==> src/rtl/anunciador_alarme.sv <==
// ============================================================================
// Module   : anunciador_alarme
// Brief    : Operator-side alarm annunciator. Runs a per-channel alarm
//            sequence (new / acknowledged / return-to-normal), drives the
//            horn, blinking panel lamps, first-out indicator and silence
//            timer from the acknowledge, silence and rearm buttons.
// Revision : 1.0 - initial release
// ============================================================================
`default_nettype none

module anunciador_alarme #(
  parameter int N_FONTES       = 4,
  parameter int PERIODO_PISCA  = 8,
  parameter int TEMPO_SILENCIO = 64
) (
  input  logic                CLOCK,
  input  logic                reset,
  input  logic [N_FONTES-1:0] alarmeEntrada,
  input  logic                botaoReconhecer,
  input  logic                botaoSilenciar,
  input  logic                botaoRearmar,
  output logic                alarmeSonoro,
  output logic [N_FONTES-1:0] lampadas,
  output logic [N_FONTES-1:0] primeiraFalha,
  output logic                silenciado
);

  localparam int c_W_CNT = (PERIODO_PISCA > 2) ? $clog2(PERIODO_PISCA) : 1;
  localparam int c_W_TIM = $clog2(TEMPO_SILENCIO + 1);

  localparam logic [c_W_CNT-1:0] c_CNT_MAX = c_W_CNT'(PERIODO_PISCA - 1);
  localparam logic [c_W_CNT-1:0] c_CNT_UM  = c_W_CNT'(1);
  localparam logic [c_W_TIM-1:0] c_TEMPO   = c_W_TIM'(TEMPO_SILENCIO);
  localparam logic [c_W_TIM-1:0] c_TIM_UM  = c_W_TIM'(1);

  typedef enum logic [1:0] {
    NORMAL      = 2'b00,
    ALARME      = 2'b01,
    RECONHECIDO = 2'b10,
    RETORNO     = 2'b11
  } estado_t;

  // Channel state and its next value
  estado_t r_estado [N_FONTES];
  estado_t w_prox   [N_FONTES];

  // Button history; r_armado blocks an edge on the first cycle after reset
  // so a button held through reset release is not taken as a press.
  logic r_rec_d;
  logic r_sil_d;
  logic r_rea_d;
  logic r_armado;

  logic w_ack;
  logic w_sil;
  logic w_rea;

  logic [c_W_CNT-1:0]  r_cont;
  logic                r_fase;
  logic [c_W_TIM-1:0]  r_timer;
  logic                r_sonoro;
  logic [N_FONTES-1:0] r_lamp;
  logic [N_FONTES-1:0] r_pf;

  logic [N_FONTES-1:0] w_entra;
  logic [N_FONTES-1:0] w_pf_novo;
  logic                w_achou;
  logic                w_req;
  logic                w_todos_normal;

  assign w_ack = botaoReconhecer & ~r_rec_d & r_armado;
  assign w_sil = botaoSilenciar  & ~r_sil_d & r_armado;
  assign w_rea = botaoRearmar    & ~r_rea_d & r_armado;

  // Button delay line for rising-edge detection
  always_ff @(posedge CLOCK or negedge reset) begin
    if (!reset) begin
      r_rec_d  <= 1'b0;
      r_sil_d  <= 1'b0;
      r_rea_d  <= 1'b0;
      r_armado <= 1'b0;
    end else begin
      r_rec_d  <= botaoReconhecer;
      r_sil_d  <= botaoSilenciar;
      r_rea_d  <= botaoRearmar;
      r_armado <= 1'b1;
    end
  end

  // Next channel states, alarm entries, horn request and first-out candidate
  always_comb begin
    w_entra        = '0;
    w_req          = 1'b0;
    w_todos_normal = 1'b1;
    w_pf_novo      = '0;
    w_achou        = 1'b0;
    for (int k = 0; k < N_FONTES; k++) begin
      w_prox[k] = r_estado[k];
      case (r_estado[k])
        NORMAL: begin
          if (alarmeEntrada[k]) w_prox[k] = ALARME;
        end
        ALARME: begin
          if (w_ack)                  w_prox[k] = alarmeEntrada[k] ? RECONHECIDO : NORMAL;
          else if (!alarmeEntrada[k]) w_prox[k] = RETORNO;
        end
        RECONHECIDO: begin
          if (!alarmeEntrada[k]) w_prox[k] = NORMAL;
        end
        RETORNO: begin
          if (alarmeEntrada[k]) w_prox[k] = ALARME;
          else if (w_ack)       w_prox[k] = NORMAL;
        end
        default: w_prox[k] = NORMAL;
      endcase
      w_entra[k] = (w_prox[k] == ALARME) && (r_estado[k] != ALARME);
      if ((r_estado[k] == ALARME) || (r_estado[k] == RETORNO)) w_req = 1'b1;
      if (r_estado[k] != NORMAL) w_todos_normal = 1'b0;
      // Lowest-index entry wins the first-out slot
      if (w_entra[k] && !w_achou) begin
        w_pf_novo[k] = 1'b1;
        w_achou      = 1'b1;
      end
    end
  end

  // Channel state registers
  always_ff @(posedge CLOCK or negedge reset) begin
    if (!reset) begin
      for (int k = 0; k < N_FONTES; k++) r_estado[k] <= NORMAL;
    end else begin
      for (int k = 0; k < N_FONTES; k++) r_estado[k] <= w_prox[k];
    end
  end

  // Free-running blink counter; phase flips on each wrap
  always_ff @(posedge CLOCK or negedge reset) begin
    if (!reset) begin
      r_cont <= '0;
      r_fase <= 1'b0;
    end else if (r_cont == c_CNT_MAX) begin
      r_cont <= '0;
      r_fase <= ~r_fase;
    end else begin
      r_cont <= r_cont + c_CNT_UM;
    end
  end

  // Lamps and horn, registered one cycle after the channel state
  always_ff @(posedge CLOCK or negedge reset) begin
    if (!reset) begin
      r_lamp   <= '0;
      r_sonoro <= 1'b0;
    end else begin
      for (int k = 0; k < N_FONTES; k++) begin
        case (r_estado[k])
          ALARME, RETORNO: r_lamp[k] <= r_fase;
          RECONHECIDO:     r_lamp[k] <= 1'b1;
          default:         r_lamp[k] <= 1'b0;
        endcase
      end
      r_sonoro <= w_req & (r_timer == '0);
    end
  end

  // Silence timer; a new alarm always cancels silence, even a same-cycle press
  always_ff @(posedge CLOCK or negedge reset) begin
    if (!reset) begin
      r_timer <= '0;
    end else if (|w_entra) begin
      r_timer <= '0;
    end else if (w_sil && w_req) begin
      r_timer <= c_TEMPO;
    end else if (r_timer != '0) begin
      r_timer <= r_timer - c_TIM_UM;
    end
  end

  // First-out capture, cleared only by a rearm with the whole panel quiet
  always_ff @(posedge CLOCK or negedge reset) begin
    if (!reset) begin
      r_pf <= '0;
    end else if ((r_pf == '0) && (|w_entra)) begin
      r_pf <= w_pf_novo;
    end else if (w_rea && w_todos_normal) begin
      r_pf <= '0;
    end
  end

  assign alarmeSonoro  = r_sonoro;
  assign lampadas      = r_lamp;
  assign primeiraFalha = r_pf;
  assign silenciado    = (r_timer != '0);

endmodule

`default_nettype wire

==> config.mk <==
export PLATFORM = sky130hd
export DESIGN_NAME = anunciador_alarme
export DESIGN_NICKNAME = d
export VERILOG_FILES = /design/src/rtl/anunciador_alarme.sv
export SDC_FILE = /design/constraint.sdc
export NUM_CORES = 1
export LEC_CHECK = 0
export CORE_MARGIN = 3
export CORE_UTILIZATION = 40
export CTS_BUF_LIST = sky130_fd_sc_hd__clkbuf_8
export CTS_CLUSTER_SIZE = 40
export DETAILED_ROUTE_END_ITERATION = 12
export PLACE_DENSITY = 0.69
export RECOVER_POWER = 100
export SYNTH_ARGS = -nofsm -noshare
export SYNTH_HDL_FRONTEND = slang
export SYNTH_SLANG_ARGS = --single-unit
==> constraint.sdc <==
create_clock -name CLOCK -period 1.9 [get_ports CLOCK]
set_input_delay 0.19 -clock CLOCK [delete_from_list [all_inputs] [get_ports CLOCK]]
set_output_delay 0.19 -clock CLOCK [all_outputs]
set_load 0.02 [all_outputs]
# --- Word-level counts from Yosys, hierarchy flattened ---
# Index checks and enable logic that the tools add are counted.
totals:
  register_bits: 32
  latch_bits: 0
  ram_bits: 0
  romBits: 0
  out_inout_bits: 10
  word_cells: 139
  n_memories: 0
op_classes:
  addsub: 2
  multipliers: 0
  div_mod_pow: 0
  order_cmp: 0
  n_eq_ne: 21
  n_shift: 0
  n_mux: 56
  n_bitwise: 11
  reduce_logical: 35
op_table:
  columns: ["op", "n"]
  rows:
  - ["$mux 2", 28]
  - ["$pmux 2 s4", 4]
  - ["$mux 7", 3]
  - ["$eq 2x1->1 const B", 8]
  - ["$eq 2x2->1 const B", 8]
  - ["$mux 1", 14]
  - ["$logic_and 1x1->1", 10]
  - ["$reduce_bool 2->1", 5]
  - ["$logic_not 2->1", 4]
  - ["$mux 4", 2]
  - ["$ne 2x1->1 const B", 4]
  - ["$pmux 1 s2", 4]
  - ["$reduce_or 2->1", 4]
  - ["$and 1x1->1", 7]
  - ["$logic_not 7->1", 1]
  - ["$reduce_bool 7->1", 1]
  - ["$sub 7x1->7 const B", 1]
  - ["$logic_not 4->1", 1]
  - ["$logic_or 1x1->1", 4]
  - ["$not 1->1", 4]
  - ["$reduce_or 4->1", 1]
  - ["$add 3x1->3 const B", 1]
  - ["$eq 3x3->1 const B", 1]
  - ["$logic_not 1->1", 3]
  - ["other kinds (2)", 2]

# --- Depth between registers and ports, before layout ---
depth:
  depth_word: 19
  mapped_depth: 7

# --- Worst setup path before layout ---
# OpenSTA, ideal clock, no wires.
synth_path:
  kind: "reg2reg"
  start: "reg r_timer[0]"
  end: "reg r_timer[1]"
  setup_time_ns: 0.111
  arrival_ns: 1.871
  required_ns: 1.789
  slack_ns: -0.082
  path_stages_with_launch: 7
  cell_sequence: "dfrtp_1 inv_1 ha_1 or3b_4 or4_4 buf_6 a2111oi_2"
synth_lines:
  columns: ["element", "line_no", "text"]
  rows:
  - ["start: declaration", "60", "logic [c_W_TIM-1:0] r_timer;"]
  - ["start signal: assignment", "173", "r_timer <= c_TEMPO;"]
  - ["start signal: assignment", "175", "r_timer <= r_timer - c_TIM_UM;"]
  - ["$reduce_bool 7->1", null, null]
  - ["named net silenciado", "25", "output logic silenciado"]
  - ["$reduce_bool 3->1 (no line)", null, null]
# The timed path passes the listed nets, and every way through them passes these cells. The select of a mux whose other input is x is not followed.
# A chain may end at the register's enable or synchronous reset.

# --- Final worst setup path ---
layout_path:
  start: "reg r_timer[1]"
  end: "out silenciado"
layout_between:
  elab_chain_cells: 1
layout_lines:
  columns: ["element", "line_no", "text"]
  rows:
  - ["$reduce_bool 7->1", "193", "assign silenciado = (r_timer != '0);"]
  - ["end: declaration", "25", null]
# Every way passes these cells.

==> run metrics <==
clock sinks=32; RSZ-0062 raised after global routing=yes; post-synth net total=138; Antenna Nets Post-Route=0; H-tree levels=2; ANT cells=0; Nets=173; DIE AREA=4140 sq um; Longest Clk Path Bufs=2; largest stage delay on the critical path=430 ps; first-pass GRT wire length=4350 um; max-cap violations=0; Total GRT Usage=13.6%; Crit Path Class=register to primary output; final worst slack=-110 ps; Clock Skew=2.64 ps; Cell Pwr Density=1570 nW/um^2; most frequent cells in the layout=dfrtp_1 (32), nand2_1 (25), dlygate4sd3_1 (13); Post-synth top flop=dfrtp_1; Avg Inst Size Synth=10.8 sq um; Reg2Reg Depth=6; largest net degree at the start of global routing=33; total grt overflow=0; failing checks=setup timing; share of post-route cells with drive strength above 1=13.6%; cell-internal power=0.00179 W; cell family with most CP delay=simple AND/OR/NAND/NOR gates; status=complete, but fails checks; Worst path depth=5; Worst-Margin Slew=776 ps; Worst Setup SP=r_timer[1]; Area Growth Syn to Fin=30.1%; pre-CTS setup slack=-234 ps; first-iteration detailed-routing DRC count=31; Critical Path RT=1710 ps; drt via density=4.94; Peak Freq=498 MHz; WP data arrival=1820 ps; static leakage=0.860 nW; max-slew violations=0; DR vias=1017; Finished Cell Area=1770 sq um; Synth Warn #=0; Die X-Extent=64.3 um; CORE AREA=3150 sq um; fin util=56.2%; CP cell instances=inv_1 -> ha_2 -> or3b_4 -> or4_4 -> buf_6; Total Wirelength=2530 um; HP Start=r_cont[0]; Inst Count DP=196; CP Launch Type=register; initial antenna violation count=0; peak supply drop=0.721 mV; Comb power frac=44.8%; Synth Register Bits=32; DRC=0; clock slew at reported path FFs=60 ps; fin crit period=2010 ps; GPL Wtd Cong=0.860; HPWL after DPL=1910 um; final-report hold violation count=0; Core Rows=20; fin cells=206; Async SR Flop Fraction=100%; Seq pwr share=36.9%; sequential share of the synthesized area=58.8%; CTS tree=done; Die Y-Extent=64.3 um; worst skew pair latency=280 ps; I/O Pins=19; commonest non-fill, non-tap cell in the layout=dfrtp_1; vias in the first global route=990; Mapped Area=1360 sq um; Switch Pwr=0.000984 W; Final setup viols=7; sw frac=35.5%; Starting Density=43.2%; Setup crit end kind=primary output; TritonCTS Buffers=5; WP buf/inv=2; CTS Hold Bufs=0; Yosys cell types=31; drt wl/cell=12.3 um; Slowest-stage cell, CP=or4_4; Min-Delay Path Depth=1; Slew HR=48.3%; synthesized instance count=126; Hold WC Path Type=register to register; period utilisation layout=106%; CP max FO=2; Clock Tree Root=clkbuf_8; buffers added on ports=18; dpl cell area=1670 sq um; 1st-pass router iterations=6; Clk pwr share=18.3%; EDFF count, synth=0; launch point of the worst reg-to-reg path=r_timer[1]
-- worst register-to-register path, stage by stage (launching register included) --
cell and delay (ps):
dfrtp_1 370, inv_1 60, ha_2 170, or3b_4 370, or4_4 430, buf_4 180, a2111oi_4 330
-- state kept, by name, indices dropped and copies added (netlist names) --
name,cells
r_estado,8
r_timer,7
lampadas,4
primeiraFalha,4
r_cont,3
alarmeSonoro,1
r_armado,1
r_fase,1
r_rea_d,1
r_rec_d,1
r_sil_d,1
-- repair_timing --
action / 4_1_cts / 5_1_grt
gates cloned: 0 / 0
setup buffers: 1 / 1
resized for setup: 6 / 0
setup endpoints to repair: 7 / 7
-- path summary, 6_finish.rpt --
kind,slack (ps),endpoint
min in group asynchronous,510,lampadas[1]
worst max-delay path,-110,silenciado
max in group asynchronous,890,primeiraFalha[2]
worst max register to register,-100,r_timer[1]
worst min-delay path,420,r_cont[0]
worst min register to register,420,r_cont[0]
-- routing by layer --
metal	routed length, um	GRT usage [%]	part of all wire (%)	up-vias
li1	-	-	-	499
met1	1170	17.0	46	486
met2	1190	21.6	47	27
met3	141	4.57	5.6	5
met4	22	5.54	0.87	0
met5	0	0	0	-
-- cell type report --
cell class / count / area (sq um)
repair buffers: 30 / 265
multi-input cells: 89 / 549
inverters: 3 / 11.3
clock buffers: 6 / 82.6
well taps: 44 / 55.1
flip-flops and latches: 32 / 801
fillers: 285 / 1380
clock inverters: 2 / 7.51
-- metrics by stage --
stage	setup TNS [ps]	hold WS (ps)	power, W
finish	-318	423	0.00277
global route	-1010	439	0.00298
CTS	-416	310	0.00283
detailed placement	-393	423	0.00228
global placement	-272	414	0.00224
floorplan	-69.6	-106	0.00183
-- cell usage after synthesis, types with 3 or more instances --
cell / number / share of area, %
nand2_1: 25 / 6.9
dfrtp_1: 32 / 59
xor2_1: 3 / 1.9
nor2_1: 9 / 2.5
xnor2_1: 6 / 3.9
ha_1: 3 / 2.8
nor3_1: 4 / 1.5
o21ai_0: 6 / 2.2
nand2b_1: 7 / 3.2
inv_1: 3 / 0.83
-- cell families (layout without fill, tap and decap cells) --
logic type,count (synthesis),count (layout),synth area share (%)
xor gates and xnor gates,9,9,5.79
other,1,1,0.275
buffers and inverters,5,41,1.93
AOI/OAI and AO/OA,17,17,8.46
DFF,32,32,58.8
and+or+nand+nor,57,57,20.5
muxes,2,2,1.47
adders and majority gates,3,3,2.76
-- power by group through the flow --
| stage | logic [W] | clock network, W | registers (W) |
|---|---|---|---|
| after CTS | 0.00127 | 0.000524 | 0.00103 |
| after global routing | 0.00138 | 0.000552 | 0.00105 |
| after global placement | 0.00121 | 0 | 0.00103 |
| after detailed placement | 0.00124 | 0 | 0.00104 |
| final | 0.00124 | 0.000508 | 0.00102 |
| after floorplan | 0.000742 | 0 | 0.00109 |
(Power assumes the default switching activity.)
